==> src/rtl/branch_resolve_unit.sv <==
// Registered branch resolve / result select stage between execute and writeback.
// Optional BR_STATS_EN adds saturating branch, taken and mispredict counters.
module branch_resolve_unit #(
    parameter int XLEN  = 32,
    parameter int IMM_W = 13,
    parameter int CNT_W = 32
) (
    input  logic             clk,
    input  logic             rst_n,
    input  logic             flush,
    input  logic             in_valid,
    output logic             in_ready,
    input  logic [1:0]       ju_c,
    input  logic [2:0]       funct3,
    input  logic [IMM_W-1:0] imm,
    input  logic [XLEN-1:0]  pc_addr,
    input  logic [XLEN-1:0]  alu_out,
    input  logic             pred_taken,
    input  logic             md_req,
    input  logic [XLEN-1:0]  md_out,
    input  logic             md_ready,
    output logic             out_valid,
    input  logic             out_ready,
    output logic [XLEN-1:0]  wb_data,
    output logic [1:0]       pc_c,
    output logic [IMM_W-1:0] b_im_out,
    output logic             mispredict,
    output logic             illegal
`ifdef BR_STATS_EN
    ,
    output logic [CNT_W-1:0] stat_br,
    output logic [CNT_W-1:0] stat_taken,
    output logic [CNT_W-1:0] stat_misp
`endif
);

    localparam logic [1:0] IDLE    = 2'd0;
    localparam logic [1:0] WAIT_MD = 2'd1;
    localparam logic [1:0] FULL    = 2'd2;

    logic [1:0]       state_q, state_d;
    logic [XLEN-1:0]  wb_q, wb_d;
    logic [1:0]       pc_c_q, pc_c_d;
    logic [IMM_W-1:0] bim_q, bim_d;
    logic             misp_q, misp_d;
    logic             ill_q, ill_d;
    logic             br_q, br_d;
    logic             tk_q, tk_d;

    logic             br_legal, br_taken;
    logic [XLEN-1:0]  r_wb;
    logic [1:0]       r_pc_c;
    logic [IMM_W-1:0] r_bim;
    logic             r_misp, r_ill, r_br, r_tk;
    logic             accept;

    always_comb begin
        br_legal = 1'b1;
        br_taken = 1'b0;
        case (funct3)
            3'd0:       br_taken = (alu_out == '0);
            3'd1:       br_taken = (alu_out != '0);
            3'd4, 3'd6: br_taken = alu_out[0];
            3'd5, 3'd7: br_taken = ~alu_out[0];
            default:    br_legal = 1'b0;
        endcase
    end

    // Result of the incoming op as it would be registered
    always_comb begin
        r_wb   = '0;
        r_pc_c = 2'd0;
        r_bim  = '0;
        r_misp = 1'b0;
        r_ill  = 1'b0;
        r_br   = 1'b0;
        r_tk   = 1'b0;
        unique case (1'b1)
            (ju_c == 2'd0): r_wb = alu_out;
            (ju_c == 2'd1): begin
                r_pc_c = br_taken ? 2'd2 : 2'd0;
                r_bim  = br_taken ? imm : '0;
                r_misp = br_legal & (br_taken ^ pred_taken);
                r_ill  = ~br_legal;
                r_br   = br_legal;
                r_tk   = br_taken;
            end
            (ju_c == 2'd2): r_wb = pc_addr;
            default:        r_ill = 1'b1;
        endcase
    end

    assign in_ready = (state_q == IDLE) | ((state_q == FULL) & out_ready);
    assign accept   = in_valid & in_ready;

    always_comb begin
        state_d = state_q;
        wb_d    = wb_q;
        pc_c_d  = pc_c_q;
        bim_d   = bim_q;
        misp_d  = misp_q;
        ill_d   = ill_q;
        br_d    = br_q;
        tk_d    = tk_q;
        if (flush) begin
            state_d = IDLE;
            wb_d    = '0;
            pc_c_d  = 2'd0;
            bim_d   = '0;
            misp_d  = 1'b0;
            ill_d   = 1'b0;
            br_d    = 1'b0;
            tk_d    = 1'b0;
        end else if (state_q == WAIT_MD) begin
            if (md_ready) begin
                state_d = FULL;
                wb_d    = md_out;
            end
        end else if (accept && ju_c == 2'd0 && md_req) begin
            state_d = WAIT_MD;
            wb_d    = '0;
            pc_c_d  = 2'd0;
            bim_d   = '0;
            misp_d  = 1'b0;
            ill_d   = 1'b0;
            br_d    = 1'b0;
            tk_d    = 1'b0;
        end else if (accept) begin
            state_d = FULL;
            wb_d    = r_wb;
            pc_c_d  = r_pc_c;
            bim_d   = r_bim;
            misp_d  = r_misp;
            ill_d   = r_ill;
            br_d    = r_br;
            tk_d    = r_tk;
        end else if (state_q == FULL && out_ready) begin
            state_d = IDLE;
            wb_d    = '0;
            pc_c_d  = 2'd0;
            bim_d   = '0;
            misp_d  = 1'b0;
            ill_d   = 1'b0;
            br_d    = 1'b0;
            tk_d    = 1'b0;
        end
    end

    always_ff @(posedge clk or negedge rst_n) begin
        if (!rst_n) begin
            state_q <= IDLE;
            wb_q    <= '0;
            pc_c_q  <= 2'd0;
            bim_q   <= '0;
            misp_q  <= 1'b0;
            ill_q   <= 1'b0;
            br_q    <= 1'b0;
            tk_q    <= 1'b0;
        end else begin
            state_q <= state_d;
            wb_q    <= wb_d;
            pc_c_q  <= pc_c_d;
            bim_q   <= bim_d;
            misp_q  <= misp_d;
            ill_q   <= ill_d;
            br_q    <= br_d;
            tk_q    <= tk_d;
        end
    end

    assign out_valid  = (state_q == FULL);
    assign wb_data    = wb_q;
    assign pc_c       = pc_c_q;
    assign b_im_out   = bim_q;
    assign mispredict = misp_q;
    assign illegal    = ill_q;

`ifdef BR_STATS_EN
    localparam logic [CNT_W-1:0] ONE = {{(CNT_W-1){1'b0}}, 1'b1};

    logic             retire;
    logic [CNT_W-1:0] br_cnt_q, tk_cnt_q, mp_cnt_q;

    // Count only at hand-off; a flushed result never retires
    assign retire = out_valid & out_ready & ~flush & br_q;

    always_ff @(posedge clk or negedge rst_n) begin
        if (!rst_n) begin
            br_cnt_q <= '0;
            tk_cnt_q <= '0;
            mp_cnt_q <= '0;
        end else if (retire) begin
            if (br_cnt_q != '1) br_cnt_q <= br_cnt_q + ONE;
            if (tk_q && tk_cnt_q != '1) tk_cnt_q <= tk_cnt_q + ONE;
            if (misp_q && mp_cnt_q != '1) mp_cnt_q <= mp_cnt_q + ONE;
        end
    end

    assign stat_br    = br_cnt_q;
    assign stat_taken = tk_cnt_q;
    assign stat_misp  = mp_cnt_q;
`endif

endmodule

==> config.mk <==
export PLATFORM = sky130hd
export DESIGN_NAME = branch_resolve_unit
export DESIGN_NICKNAME = d
export VERILOG_FILES = /design/src/rtl/branch_resolve_unit.sv
export SDC_FILE = /design/constraint.sdc
export NUM_CORES = 1
export LEC_CHECK = 0
export BUFFER_PORTS_ARGS = -buffer_cell sky130_fd_sc_hd__buf_2
export CAP_MARGIN = 30
export CORE_MARGIN = 5
export CORE_UTILIZATION = 43
export CTS_CLUSTER_DIAMETER = 200
export DETAILED_ROUTE_END_ITERATION = 12
export PLACE_DENSITY_LB_ADDON = 0.08
export SLEW_MARGIN = 20
export SYNTH_ARGS = -nofsm -noshare
export SYNTH_HDL_FRONTEND = slang
export SYNTH_SLANG_ARGS = --single-unit
==> constraint.sdc <==
create_clock -name clk -period 2.1 [get_ports clk]
set_clock_uncertainty 0.05 [all_clocks]
set_input_delay 0.21 -clock clk [delete_from_list [all_inputs] [get_ports clk]]
set_output_delay 0.21 -clock clk [all_outputs]
set_load 0.02 [all_outputs]
; Yosys cells after proc, flatten, opt, wreduce, memory -nomap -nowiden
; Cells that the tools add are included.
[op_classes]
eq_ne = 11
muxes = 39
bitwise_logic = 7
reduce_logical = 16
[op_table]
columns = op, count
row1 = $mux W32, 6
row2 = $mux W13, 7
row3 = $pmux W32 S2, 1
row4 = $logic_not A32 Y1, 1
row5 = $reduce_bool A32 Y1, 1
row6 = $mux W2, 12
row7 = $eq A3 B3 Y1 const B, 4
row8 = $mux W1, 11
row9 = $reduce_or A2 Y1, 3
row10 = $reduce_or A6 Y1, 1
row11 = $reduce_bool A5 Y1, 1
row12 = $eq A2 B1 Y1 const B, 2
row13 = $eq A2 B2 Y1 const B, 2
row14 = $logic_not A2 Y1, 2
row15 = $pmux W1 S4, 1
row16 = $reduce_and A2 Y1, 2
row17 = $reduce_bool A4 Y1, 1
row18 = $and A1 B1 Y1, 3
row19 = $eq A3 B1 Y1 const B, 1
row20 = $logic_and A1 B1 Y1, 3
row21 = $logic_not A3 Y1, 1
row22 = $ne A3 B3 Y1 const B, 1
row23 = $ne A2 B2 Y1 const B, 1
row24 = $not A1 Y1, 2
row25 = other kinds (3), 3
[word_totals]
reg_bits = 51
inputBits = 122
out_inout_bits = 51
elab_cells = 79

; Depth between registers and ports, before layout
; Gate-level depths: netlist of the first run.
[logic_depth]
ltp_word = 10
ltp_mapped = 7
depth_no_buf = 5

; Worst setup path after synthesis of the first run
; No wires, ideal clock.
[synth_path]
path_kind = register to register
start = reg state_q[1]
end = reg wb_q[2], in the netlist wb_data[2]
setup_time_ns = 0.121
arrival_time_ns = 1.664
t_required_ns = 1.929
slack_ns = 0.265
stages_incl_launch_ff = 7
path_buffers = 1
synth_period_minus_slack_ns = 1.835
cell_sequence = dfrtp_1 > mux2_1 > a21oi_2 > mux2_2 > nor3_4 > buf_6 > a22o_1
[synth_via]
elab_chain_cells = 9
[synth_rtl]
columns = item, line_no
row1 = "start, declared", 41  ; logic [1:0] state_q, state_d;
row2 = "start signal, assigned", 160  ; state_q <= state_d;
row3 = $eq A2 B2 Y1, "93, 137"
row4 = $and A1 B1 Y1, 93  ; assign in_ready = (state_q == IDLE) | ((state_q == FULL) & out_ready);
row5 = $or A1 B1 Y1, 93
row6 = $and A1 B1 Y1, 94  ; assign accept = in_valid & in_ready;
row7 = $logic_and A1 B1 Y1 (2 in series), 119  ; end else if (accept && ju_c == 2'd0 && md_req) begin
row8 = $mux W32, 119
row9 = $mux W32, 114  ; end else if (state_q == WAIT_MD) begin
row10 = $mux W32, 105  ; if (flush) begin
row11 = "end signal, assigned", 161  ; wb_q <= wb_d;
row12 = "end, declared", 42  ; logic [XLEN-1:0] wb_q, wb_d;
; Several ways; a longest one is shown, not always the timed one.
; A chain may end at the register's enable or synchronous reset.

; Worst setup path in the final report of the first run
[layout_path]
start = reg state_q[1]
end = reg wb_q[23], in the netlist wb_data[23]
; Same word-level chain as after synthesis.

==> results of run 1 <==
logic make-up (layout without fill, tap and decap cells):
logic type | count (synthesis) | after routing | share of synthesized area
muxes | 34 | 34 | 0.128
AOI/OAI and AO/OA | 89 | 89 | 0.245
xor gates and xnor gates | 1 | 1 | 0.00328
buffers and inverters | 23 | 197 | 0.0468
and+or+nand+nor | 60 | 60 | 0.107
other | 1 | 1 | 0.00140
DFF | 50 | 50 | 0.468
critical path, stage by stage, from the launching register on:
cell     delay [ps]
dfrtp_1         420
mux2_1          350
a21oi_2         150
mux2_2          210
buf_4           360
a22o_1          210
routing by layer:
metal / GRT usage / part of all wire / wire (um)
met1: 0.259 / 0.40 / 3380
met3: 0.0521 / 0.086 / 726
met5: 0 / 0 / 0
met2: 0.362 / 0.49 / 4140
met4: 0.0687 / 0.021 / 174
synth_stat cells (all sizes together) (3+ instances only):
cell type	instances
nor2	3
dfrtp	50
a21oi	4
a22o	45
nor2b	3
clkbuf	8
nor4	9
buf	11
mux2i	32
nand2	36
inv	4
o21ai	33
metrics by stage:
stage                util  setup WS [ps]  hold slack, ps
floorplan               -            265            -136
global placement    0.605           46.0            91.1
detailed placement  0.605           9.45            95.0
CTS                 0.625            267            56.6
global route        0.625            127            49.5
finish              0.625            258            62.4
flip-flops by register name (all words and copies together) (netlist names):
signal / flops
mispredict: 1
pc_c: 1
wb_data: 32
state_q: 2
b_im_out: 13
illegal: 1
final cells by class:
type / instances / area, um2 / share of cell area
Timing Repair Buffer: 185 / 976 / 0.261
Multi-Input combinational cell: 185 / 1300 / 0.347
Clock inverter: 3 / 40.0 / 0.0107
Clock buffer: 5 / 68.8 / 0.0184
Inverter: 4 / 15.0 / 0.00401
Tap cell: 75 / 93.8 / 0.0251
Sequential cell: 50 / 1250 / 0.334
power by group:
part	leakage [uW]	switching, uW	total (uW)	internal (uW)
Combinational	0.00135	256	460	204
Sequential	0.000690	19.1	1010	996
Clock	0.0000579	319	669	351
path summary, 6_finish.rpt:
path	start	to	slack (ps)	cells after the start
worst max register to register	state_q[1]	wb_data[23]	260	5
min in group asynchronous	rst_n	wb_data[17]	290	2
max in group asynchronous	rst_n	wb_data[25]	1120	3
worst max-delay path	state_q[1]	wb_data[23]	260	5
worst min register to register	illegal	illegal	440	2
worst min-delay path	imm[5]	b_im_out[5]	60	2
==> flow_summary.toml, run 1 <==
[setup_path]
end_kind = "flop"
required_ps = 2290
cp_max_fo = 33
crit_path_start_kind = "flop"
criticalPathCategory = "flop to flop"
cp.arrival_ps = 2030

[run_status]
status = "finished clean"

[yosys]
syn_inst = 258
synth_cell_types = 34
synth_area_leaders = "dfrtp_1 47%, a22o_1 15%, mux2i_1 12%, o21ai_0 6.2%, nand2_1 5.1%"
syn_area_per_cell_um2 = 10.4
ys_async_sr_fraction = 1.00
synth_top_area_share = 0.468
synth_edf_count = 0
synth.largest_area_cell = "dfrtp_1"
ys_seq_area_frac = 0.468
syn_area_um2 = 2670
syn_nets = 380
synth.ff_latch_count = 50
synth_flop_cell = "dfrtp_1"
yosysWarnings = 0

[clock_tree]
clkLatencyLatePin_ps = 300
cts_tree = "done"
ctsResizeCount = 0
cts_max_level = 2
clk_pin_slew_ps = 90
cts_buffer_depth = 2
clock_sinks = 50
root_buffer = "clkbuf_8"
ctsHoldBuffers = 1
cts_buffers = 5
post_cts_buffers = 0

[sta]
period_needed_ps = 1840
finalSetupTns_ps = 0
finalSetupViolCount = 0
max_freq_mhz = 543
rsz0062_at_grt = "no"
drv_slew = 0
hold_viol = 0
min_period_over_period = 0.877

[floorplan]
die_h_um = 88.9
rows = 28
coreArea_um2 = 5990
initial_core_util = 0.446
fp.dieArea_um2 = 7900
die_w_um = 88.9
io_pins = 173

[layout]
num_antenna_cells = 0
final_common_cell = "buf_2"
fin_area_um2 = 3740
layout_common_cells = "171 x buf_2, 50 x dfrtp_1, 45 x a22o_1"
instances_no_fill = 507
fillCellCount = 546
drive_gt1_frac = 0.458
final_nets = 553
areaGrowthSynthToFinish_pct = 40.1

[pwr]
p_leak_uw = 0.00210
totalPowerFinal_uw = 2140
vdd.ir_drop.worst_uv = 290
p_per_area_nw_per_um2 = 572

[route]
drt_iter0_markers = 98
route.vias.total = 2700
viasPerCell = 5.33
final_antenna_net_count = 0
wl_per_cell_um = 16.6
firstDrtPassIters = 4
remaining_drc_errors = 0
routed_wl_mm = 8.42

[placement]
gp_congestion = 0.871
place_area_um2 = 3630
port_buffers = 171
dp_hpwl_mm = 6.55
dp.cells = 498

[grt]
grt_overflow = 0
grt_start_max_net_pins = 34
antenna_found_initial = 0
grt_pass1_vias = 2690
grt_first_pass_wirelength_mm = 12.8
grt_usage = 0.211

[run]
max_cap_violations = 0

[min_path]
hold_class = "input port to flop"
Power figures use the tool's default switching activity.
==> run 2: changes to the inputs <==
Settings changed: CORE_MARGIN 5 to 2, CORE_UTILIZATION 43 to 38, TNS_END_PERCENT set to 50.
Clock period 2.1 ns to 1.55 ns, I/O delays scaled along.
==> flow_summary.toml, run 2 (synthesis results as in run 1) <==
[clock_tree]
cts_tree = "done"
cts_buffer_depth = 2
post_cts_buffers = 0
cts_max_level = 2
clk_pin_slew_ps = 90
clkLatencyLatePin_ps = 290
clock_sinks = 50
cts_buffers = 5
root_buffer = "clkbuf_8"

[layout]
layout_common_cells = "169 x buf_2, 49 x dfrtp_1, 45 x a22o_1"
num_antenna_cells = 0
regArea_um2 = 1250
final_nets = 572
instances_no_fill = 547
final_common_cell = "buf_2"
final_core_util = 0.599
fillCellCount = 630
areaGrowthSynthToFinish_pct = 52.3
multi_input_area_um2 = 1390
largest_register_ffs = 32
drive_gt1_frac = 0.499

[placement]
port_buffers = 171
dp.cells = 538
dp_hpwl_mm = 6.51
gp_congestion = 0.830

[sta]
period_needed_ps = 1740
max_freq_mhz = 575
drv_slew = 0
hold_viol = 0
min_period_over_period = 1.12
setup_ws_ps = -190
rsz0062_at_grt = "yes"
finalSetupViolCount = 47

[setup_path]
cp_max_fo = 15
criticalPathCategory = "flop to flop"
cp.arrival_ps = 1930
crit_path_start_kind = "flop"
end_kind = "flop"
required_ps = 1740

[pwr]
vdd.ir_drop.worst_uv = 356
p_leak_uw = 0.00222
p_per_area_nw_per_um2 = 737
totalPowerFinal_uw = 3000

[grt]
grt_pass1_vias = 2650
antenna_found_initial = 0
grt_start_max_net_pins = 51
grt_first_pass_wirelength_mm = 13.0
grt_overflow = 0
grt_usage = 0.215

[run_status]
status = "finished, violations left"
violations = "negative setup slack"

[floorplan]
fp.dieArea_um2 = 7720
die_w_um = 87.9
die_h_um = 87.9
coreArea_um2 = 6790
rows = 30
io_pins = 173
initial_core_util = 0.394

[route]
route.vias.total = 2747
remaining_drc_errors = 0
viasPerCell = 5.02
firstDrtPassIters = 4
wl_per_cell_um = 15.3
final_antenna_net_count = 0
routed_wl_mm = 8.38
drt_iter0_markers = 75

[min_path]
hold_class = "input port to flop"

[run]
max_cap_violations = 0
run 2: layout make-up:
class,instances,share of cell area
multi-input cells,185,0.340
flip-flops and latches,50,0.308
repair buffers,204,0.293
well taps,96,0.0295
clock buffers,7,0.0187
clock inverters,1,0.00737
inverters,4,0.00369
run 2: worst paths after layout:
| check | startpoint | to | slack [ps] | cells past startpoint |
|---|---|---|---|---|
| setup / recovery | state_q[1] | wb_data[21] | -190 | 6 |
| hold / removal | imm[8] | b_im_out[8] | 10 | 2 |
| setup reg to reg | state_q[1] | wb_data[21] | -190 | 6 |
| hold reg to reg | mispredict | mispredict | 430 | 2 |
| max in group asynchronous | rst_n | state_q[1] | 880 | 3 |
| min in group asynchronous | rst_n | wb_data[17] | 330 | 3 |
run 2: critical path, cell delays in order (launching register included):
cell	delay (ps)
dfrtp_2	450
mux2_4	230
a21oi_4	50
mux2_4	300
nor3_4	270
buf_12	190
a22o_1	140
run 2: through the flow:
stage | instance area, um2 | hold slack (ps) | TNS [ps] | setup slack (ps)
finish | 4070 | 14.7 | -6030 | -190
global placement | 3880 | 120 | -12450 | -508
detailed placement | 3880 | 124 | -12850 | -493
floorplan | 2700 | -191 | -6260 | -165
global route | 4070 | 11.4 | -8850 | -260
CTS | 4050 | 12.7 | -6600 | -207
run 2: power breakdown:
part           switching [uW]  total, uW  internal, uW
registers                27.5       1380          1350
logic                     377        727           350
clock network             415        899           483
total                     820       3000          2180
run 2: per-layer routing:
| layer | global-route usage | vias to the layer above | share of wire |
|---|---|---|---|
| met5 | 0 | - | 0 |
| met4 | 0.0420 | 0 | 0.0073 |
| met3 | 0.0490 | 6 | 0.066 |
| met2 | 0.370 | 98 | 0.49 |
| met1 | 0.281 | 1297 | 0.43 |
| li1 | - | 1346 | - |
run 2: repair_timing:
item	4_1_cts	5_1_grt
setup endpoints to repair	50	50
hold endpoints to repair	50	0
gates resized for setup	8	9
pin swaps	5	4
hold buffers	1	0
==> run 3: changes to the inputs <==
Settings changed: CORE_MARGIN 2 to 8, SETUP_SLACK_MARGIN set to 0.3, TNS_END_PERCENT 50 to unset.
==> flow_summary.toml, run 3 (synthesis results as in run 1) <==
[run_status]
status = "finished, violations left"
violations = "negative setup slack"

[sta]
min_period_over_period = 1.17
drv_slew = 0
rsz0062_at_grt = "yes"
finalSetupViolCount = 50
period_needed_ps = 1820
hold_viol = 0
max_freq_mhz = 550
setup_ws_ps = -267

[floorplan]
io_pins = 173
initial_core_util = 0.394
rows = 30
die_h_um = 99.9
die_w_um = 99.9
coreArea_um2 = 6790
fp.dieArea_um2 = 9980

[layout]
final_nets = 575
final_common_cell = "buf_2"
drive_gt1_frac = 0.515
largest_register_ffs = 32
fin_area_um2 = 4220
areaGrowthSynthToFinish_pct = 58.0
layout_common_cells = "167 x buf_2, 49 x dfrtp_1, 45 x a22o_1"
num_antenna_cells = 0
instances_no_fill = 550

[clock_tree]
root_buffer = "clkbuf_8"
cts_max_level = 2
clock_sinks = 50
clk_pin_slew_ps = 90
cts_buffer_depth = 2
clkLatencyLatePin_ps = 300
cts_buffers = 5
cts_tree = "done"

[placement]
place_area_um2 = 3810
port_buffers = 171
dpl_worst_slack_ps = -448
dp_hpwl_mm = 7.32
gp_congestion = 0.807
dp.cells = 528

[route]
wl_per_cell_um = 18.1
routed_wl_mm = 9.97
route.vias.total = 2779
drt_iter0_markers = 45
viasPerCell = 5.05
remaining_drc_errors = 0
firstDrtPassIters = 4
final_antenna_net_count = 0

[setup_path]
crit_path_start_kind = "flop"
cp_max_fo = 11
worstRegToRegCells = 7
cp.arrival_ps = 1970
required_ps = 1700
end_kind = "flop"
criticalPathCategory = "flop to flop"

[grt]
grt_usage = 0.198
antenna_found_initial = 0
grt_start_max_net_pins = 51
grt_first_pass_wirelength_mm = 15.9
grt_pass1_vias = 3114
grt_overflow = 0

[run]
max_cap_violations = 0

[pwr]
p_per_area_nw_per_um2 = 733
p_leak_uw = 0.00227
vdd.ir_drop.worst_uv = 457

[min_path]
hold_class = "input port to flop"
worstHoldPathCells = 2
-- run 3: layer usage --
metal  GRT usage  vias to the layer above  wire length, um  share of wire
met3      0.0561                       11              721          0.072
met2       0.351                      101             5020           0.50
met1       0.228                     1318             4130           0.41
met5           0                        -                0              0
met4      0.0442                        0              108          0.011
li1            -                     1349                -              -
-- run 3: per-stage QoR --
stage	setup TNS, ps	utilization	hold slack, ps	power (uW)
4_1_cts	-6410	0.606	1.09	3090
3_5_place_dp	-11900	0.561	114	2090
3_3_place_gp	-10150	0.561	114	2080
6_report	-8620	0.622	10.9	3100
5_1_grt	-11470	0.622	8.81	3250
2_1_floorplan	-5470	-	-191	1730
-- run 3: cell type report --
| cell class | instances | area, um2 |
|---|---|---|
| Timing Repair Buffer | 206 | 1260 |
| Tap cell | 96 | 120 |
| Clock inverter | 3 | 45.0 |
| Fill cell | 600 | 2570 |
| Sequential cell | 50 | 1250 |
| Clock buffer | 5 | 68.8 |
| Inverter | 4 | 15.0 |
| Multi-Input combinational cell | 186 | 1460 |
-- run 3: worst max-delay path, cell delays in order (launching register included) --
cell       delay, ps
dfrtp_2          450
mux2_4           320
a21oi_4          140
mux2_4           210
nor3_4            50
buf_6            140
clkbuf_16        160
a22o_1           200
-- run 3: repair_timing --
action                                 CTS  global route
pin swaps                                3             4
gates resized for setup                 19            10
setup endpoints to repair               52            52
endpoints found under the hold margin   51             0
setup buffers                            4             5
hold buffers                             2             0
cloned                                   2             1
-- run 3: path summary, 6_finish.rpt --
check	end	start	slack, ps
worst max-delay path	wb_data[12]	state_q[1]	-270
max in group asynchronous	state_q[1]	rst_n	900
worst min-delay path	b_im_out[11]	imm[11]	10
min in group asynchronous	wb_data[19]	rst_n	310
worst max register to register	wb_data[12]	state_q[1]	-270
worst min register to register	pc_c[1]	pc_c[1]	440
-- run 3: power by group --
group          internal, uW  leakage [uW]  switching (uW)  total (uW)
clock network           480     0.0000504             446         926
logic                   388       0.00153             405         794
registers              1350      0.000689            26.3        1380
total                  2220       0.00227             878        3100
